[config.mk]
export PLATFORM = sky130hd
export DESIGN_NAME = jtpopeye_txt_dma
export DESIGN_NICKNAME = d
export VERILOG_FILES = /design/src/rtl/jtpopeye_txt_dma.sv
export SDC_FILE = /design/constraint.sdc
export NUM_CORES = 1
export LEC_CHECK = 0
export CAP_MARGIN = 20
export CORE_MARGIN = 2
export CORE_UTILIZATION = 50
export DETAILED_ROUTE_END_ITERATION = 8
export DONT_BUFFER_PORTS = 1
export GPL_ROUTABILITY_DRIVEN = 0
export GPL_TIMING_DRIVEN = 0
export SLEW_MARGIN = 20
export SYNTH_ARGS = -nofsm -noshare
export SYNTH_HDL_FRONTEND = slang
export SYNTH_SLANG_ARGS = --single-unit
[constraint.sdc]
create_clock -name clk -period 2.3 [get_ports clk]
set_input_delay 0.46 -clock clk [delete_from_list [all_inputs] [get_ports clk]]
set_output_delay 0.46 -clock clk [all_outputs]
set_load 0.01 [all_outputs]
[src/rtl/jtpopeye_txt_dma.sv]
// Text-layer DMA for the Popeye board: copies a tile-code string from the source
// ROM into the 32x32 text RAM and fills the matching colour cells over the CPU text bus.
module jtpopeye_txt_dma #(
  parameter int         SRC_AW = 11,
  parameter logic [7:0] TERM   = 8'hFF
) (
  input  logic              clk,
  input  logic              rst,
  input  logic              cpu_cen,
  input  logic              start,
  input  logic [SRC_AW-1:0] src_base,
  input  logic [4:0]        dst_row,
  input  logic [4:0]        dst_col,
  input  logic [5:0]        len,
  input  logic [3:0]        colour,
  output logic [SRC_AW-1:0] src_addr,
  input  logic [7:0]        src_data,
  output logic              bus_req,
  input  logic              bus_ack,
  output logic [12:0]       AD,
  output logic [7:0]        DD,
  output logic              CSV,
  output logic              MEMWRO,
  output logic              busy,
  output logic              done
);

  typedef enum logic [2:0] {
    S_IDLE,
    S_REQ,
    S_READ,
    S_WCHR,
    S_WCOL,
    S_REL
  } state_t;

  state_t            state;
  logic              hold;
  logic [SRC_AW-1:0] ptr;
  logic [SRC_AW-1:0] ptr_nxt;
  logic [4:0]        row;
  logic [4:0]        col;
  logic [5:0]        cnt;
  logic [3:0]        colr;
  logic [7:0]        chr;

  assign ptr_nxt = ptr + SRC_AW'(1);

  // Character plane lives at 0x000, colour plane at 0x400.
  function automatic logic [12:0] cell_addr(input logic colour_plane,
                                            input logic [4:0] r,
                                            input logic [4:0] c);
    return {2'b00, colour_plane, r, c};
  endfunction

  always_ff @(posedge clk) begin
    if (rst) begin
      state    <= S_IDLE;
      hold     <= 1'b0;
      ptr      <= '0;
      row      <= '0;
      col      <= '0;
      cnt      <= '0;
      colr     <= '0;
      chr      <= '0;
      src_addr <= '0;
      bus_req  <= 1'b0;
      AD       <= '0;
      DD       <= '0;
      CSV      <= 1'b0;
      MEMWRO   <= 1'b0;
      busy     <= 1'b0;
      done     <= 1'b0;
    end else begin
      done <= 1'b0;
      case (state)
        S_IDLE: begin
          if (start) begin
            ptr  <= src_base;
            row  <= dst_row;
            col  <= dst_col;
            cnt  <= len;
            colr <= colour;
            hold <= 1'b0;
            if (len == 6'd0) begin
              done <= 1'b1;
            end else begin
              state   <= S_REQ;
              busy    <= 1'b1;
              bus_req <= 1'b1;
            end
          end
        end
        S_REQ: begin
          if (cpu_cen && bus_ack) begin
            state    <= S_READ;
            src_addr <= ptr;
          end
        end
        S_READ, S_WCHR, S_WCOL: begin
          if (!bus_ack) begin
            // Bus taken away: release the lines at once and replay this step later
            hold   <= 1'b1;
            AD     <= '0;
            DD     <= '0;
            CSV    <= 1'b0;
            MEMWRO <= 1'b0;
          end else if (cpu_cen && hold) begin
            hold <= 1'b0;
            case (state)
              S_WCHR: begin
                AD     <= cell_addr(1'b0, row, col);
                DD     <= chr;
                CSV    <= 1'b1;
                MEMWRO <= 1'b1;
              end
              S_WCOL: begin
                AD     <= cell_addr(1'b1, row, col);
                DD     <= {4'b0000, colr};
                CSV    <= 1'b1;
                MEMWRO <= 1'b1;
              end
              default: src_addr <= ptr;
            endcase
          end else if (cpu_cen) begin
            case (state)
              S_READ: begin
                if (src_data == TERM) begin
                  state   <= S_REL;
                  bus_req <= 1'b0;
                end else begin
                  chr    <= src_data;
                  state  <= S_WCHR;
                  AD     <= cell_addr(1'b0, row, col);
                  DD     <= src_data;
                  CSV    <= 1'b1;
                  MEMWRO <= 1'b1;
                end
              end
              S_WCHR: begin
                state <= S_WCOL;
                AD    <= cell_addr(1'b1, row, col);
                DD    <= {4'b0000, colr};
              end
              default: begin
                AD     <= '0;
                DD     <= '0;
                CSV    <= 1'b0;
                MEMWRO <= 1'b0;
                ptr    <= ptr_nxt;
                cnt    <= cnt - 6'd1;
                col    <= col + 5'd1;
                if (col == 5'd31) row <= row + 5'd1;
                if (cnt == 6'd1) begin
                  state   <= S_REL;
                  bus_req <= 1'b0;
                end else begin
                  state    <= S_READ;
                  src_addr <= ptr_nxt;
                end
              end
            endcase
          end
        end
        S_REL: begin
          if (cpu_cen) begin
            state <= S_IDLE;
            busy  <= 1'b0;
            done  <= 1'b1;
          end
        end
        default: state <= S_IDLE;
      endcase
    end
  end

endmodule

==> results.json, run 1 <==
{
  "seq_power_share_pct": 41.5,
  "async_flop_share_pct": 0,
  "areaGrowthSynthToFinish_pct": 8.24,
  "yosys.area_share.simple_pct": 20.1,
  "clk_path_buf_depth": 2,
  "postSynthCellCount": 520,
  "p_switching_uw": 1740,
  "vias": 4169,
  "die_h_um": 97.5,
  "p_clk_share_pct": 25.9,
  "critical_path.endpoint_type": "flip-flop",
  "die_w_um": 97.5,
  "routed_wl_um": 13400,
  "synth-compound-area-share_pct": 29.6,
  "slew_headroom_pct": 47.8,
  "final_cell_mix": "77 x dfxtp_1, 49 x a21oi_1, 37 x nand2_1, 33 x o21ai_0, 32 x nand3_1",
  "required_ns": 2.51,
  "cts_sinks": 77,
  "hp-class": "input pin to flip-flop",
  "layout.cells.most_common": "dfxtp_1",
  "cts_hold_buf": 0,
  "p_per_area_nw_per_um2": 943,
  "synth_edf_count": 0,
  "critPathMaxStageDelay_ns": 0.38,
  "clk_transition_reported_paths_ns": 0.08,
  "synthAdderAreaFrac_pct": 1.72,
  "worst-path-max-fanout": 10,
  "crit_buf_inv": 3,
  "die_area_um2": 9510,
  "ys_types": 69,
  "drt_iter0_drc": 274,
  "synth_warnings": 0,
  "core_area_um2": 8590,
  "io_pins": 81,
  "arrival_ns": 2.40,
  "synth_top_family_by_area": "compound AO/OA/AOI/OAI gates",
  "cpMaxStageDelayCell": "dfxtp_1",
  "status": "finished, final reports clean",
  "hold_viol_final": 0,
  "fmax_mhz": 458,
  "p_int_uw": 2730,
  "cts-root-buf": "clkbuf_8",
  "rows": 34,
  "grt_start_max_net_pins": 14,
  "path_class": "flip-flop to flip-flop",
  "start_util_pct": 50.9,
  "combinationalPowerShare_pct": 32.6,
  "p_leak_uw": 0.00174,
  "viasPerCell": 6.47,
  "path_cells": "buf_2 -> buf_2 -> nand4b_1 -> a21o_1 -> clkbuf_1 -> a211oi_1 -> a211oi_1",
  "io_buffers": 0,
  "clock_skew_ns": 0.0144,
  "final_max_slew_viol_count": 0,
  "drive_above_1_share_pct": 10.8,
  "finalSetupTns_ns": 0,
  "ir_worst_vdd_uv": 494,
  "seq_area_frac_synth_pct": 35.2,
  "antenna_left": 0,
  "drcViolationCount": 0,
  "antenna_found_initial": 0,
  "final.fill_count": 804,
  "dr.pass1.iters": 8,
  "postCtsSetupRepairBufs": 0,
  "layout_min_cycle_time_ns": 2.19,
  "cts_buffers": 9,
  "routedWlPerCell_um": 20.9,
  "grt-ovfl-total": 0,
  "syn_avg_cell_area_um2": 8.41,
  "synthFlopType": "dfxtp_1",
  "htree_levels": 3,
  "worst_slew_pin_slew_ns": 0.781,
  "synth.cell_area_um2": 4370,
  "synthXorXnorAreaFrac_pct": 0.801,
  "post-dp-hpwl_um": 9760,
  "final_area_um2": 4730,
  "setup_viol_count_final": 0,
  "cts_tree": "yes",
  "synth_seq_cells": 77,
  "clock_latency_ns": 0.37,
  "rsz0062_at_grt": "false",
  "nets": 581,
  "path_delay_family": "buffers and inverters",
  "grt_pass1_wl_um": 22000,
  "grt_pass1_vias": 4244,
  "synth.area.mux_share_pct": 5.72,
  "p_sw_share_pct": 38.9,
  "fin_crit_sh_pct": 95.0,
  "maxCapViolations": 0,
  "placed_area_um2": 4510,
  "antenna_cells": 0,
  "grt.total_usage_pct": 28.8,
  "startpoint_type": "flip-flop"
}
## synthesized netlist by cell type (all sizes together) (2+ instances only)
master,n,area share (%)
o22a,4,0.80
o31ai,8,1.4
and3b,2,0.40
a211oi,12,2.2
a2bb2oi,2,0.40
a32o,10,2.3
and3,13,1.9
mux2i,25,5.7
xnor2,2,0.40
nand3,32,3.7
xor2,2,0.40
a311oi,7,1.4
a21oi,50,5.8
dfxtp,77,35
clkbuf,22,1.9
nor3,8,0.92
or2,4,0.57
a21o,4,0.69
nor2,21,1.8
a2111oi,5,1.9
nand2,37,3.2
nand3b,2,0.34
nor2b,2,0.29
nand4,5,0.72
nand2b,6,0.86
inv,13,1.1
a21boi,3,0.51
nand4b,3,0.60
nor4,2,0.29
o22ai,5,0.72
ha,6,1.7
a31oi,9,1.4
o211ai,4,0.92
and2,2,0.29
buf,26,3.7
and4,2,0.40
or3,12,1.7
o32ai,9,1.8
or4,3,0.51
o31a,6,1.2
o21ai,37,4.3
nor3b,2,0.60
## worst reg2reg max path, stage by stage, from the launching register on
cell and delay [ns]:
dfxtp_1 0.38, buf_2 0.25, buf_2 0.25, nand4b_1 0.20
a21o_1 0.30, clkbuf_1 0.28, a211oi_1 0.32, a211oi_1 0.08
## cells by family (layout without fill, tap and decap cells)
kind of cell	count (synthesis)	count (layout)
adder cells (fa/ha/maj)	6	6
XOR/XNOR	4	4
AO/OA/AOI/OAI	184	184
AND/OR/NAND/NOR	162	162
flip-flops	77	77
other	1	2
multiplexers	25	25
buffers and inverters	61	76
## sequential cells by signal (all words and copies together) (netlist names), 4 cells and up
name / count
chr: 8
colr: 4
row: 5
DD: 8
src_addr: 11
cnt: 6
AD: 11
col: 5
ptr: 11
## timing repair
action | CTS | global route
endpoints found under the setup margin | 0 | 13
resized for setup | 0 | 4
endpoints found under the hold margin | 0 | 0
## power groups by stage
stage               logic [µW]  registers, µW  clock network, µW
floorplan                 1100           1800                  0
global placement          1410           1870                  0
detailed placement        1420           1880                  0
CTS                       1430           1840               1170
global route              1620           1890               1220
finish                    1460           1850               1160
## routing by layer
metal / vias up / track usage [%] / wire, µm
met5: - / 0 / 0
met4: 0 / 10.8 / 403
met3: 36 / 7.55 / 813
met2: 145 / 46.3 / 6220
met1: 1987 / 37.1 / 6000
li1: 2001 / - / -
## per-stage QoR
stage / util [%] / instances / setup WS [ns] / total power [µW] / hold slack [ns]
6_report: 55.1 / 644 / 0.115 / 4460 / 0.233
5_1_grt: 55.1 / 644 / 0.0129 / 4730 / 0.237
4_1_cts: 55.0 / 645 / 0.0766 / 4450 / 0.227
3_5_place_dp: 52.5 / 629 / 0.00844 / 3300 / 0.474
3_3_place_gp: 52.5 / 629 / 0.0892 / 3280 / 0.473
2_1_floorplan: - / 521 / 0.438 / 2890 / 0.448
## final cells by class
| type | count | area (µm²) | share of cell area, % |
|---|---|---|---|
| multi-input cells | 383 | 2550 | 53.9 |
| well taps | 108 | 135 | 2.85 |
| clock buffers | 10 | 128 | 2.70 |
| clock inverters | 6 | 86.3 | 1.82 |
| inverters | 13 | 48.8 | 1.03 |
| plain buffers | 47 | 243 | 5.13 |
| flip-flops and latches | 77 | 1540 | 32.6 |
## final timing paths
kind,depth (start not counted),slack [ns],from,to
max,7,0.11,state[2]$_SDFFE_PP0P_,cnt[1]$_SDFFE_PP0P_
min,2,0.23,colour[3],colr[3]$_SDFFE_PP0P_
max reg2reg,7,0.11,state[2]$_SDFFE_PP0P_,cnt[1]$_SDFFE_PP0P_
min reg2reg,2,0.49,colr[0]$_SDFFE_PP0P_,colr[0]$_SDFFE_PP0P_
No activity file was read; power rests on OpenSTA's default activity.
==> inputs of run 2 (changes only) <==
--- a/config.mk
+++ b/config.mk
@@ -8,6 +8,7 @@
 export CAP_MARGIN = 20
 export CORE_MARGIN = 2
 export CORE_UTILIZATION = 50
+export CTS_CLUSTER_DIAMETER = 30
 export DETAILED_ROUTE_END_ITERATION = 8
 export DONT_BUFFER_PORTS = 1
 export GPL_ROUTABILITY_DRIVEN = 0
==> results of run 2 <==
Final layout, timing and power as in run 1 (identical DEF).
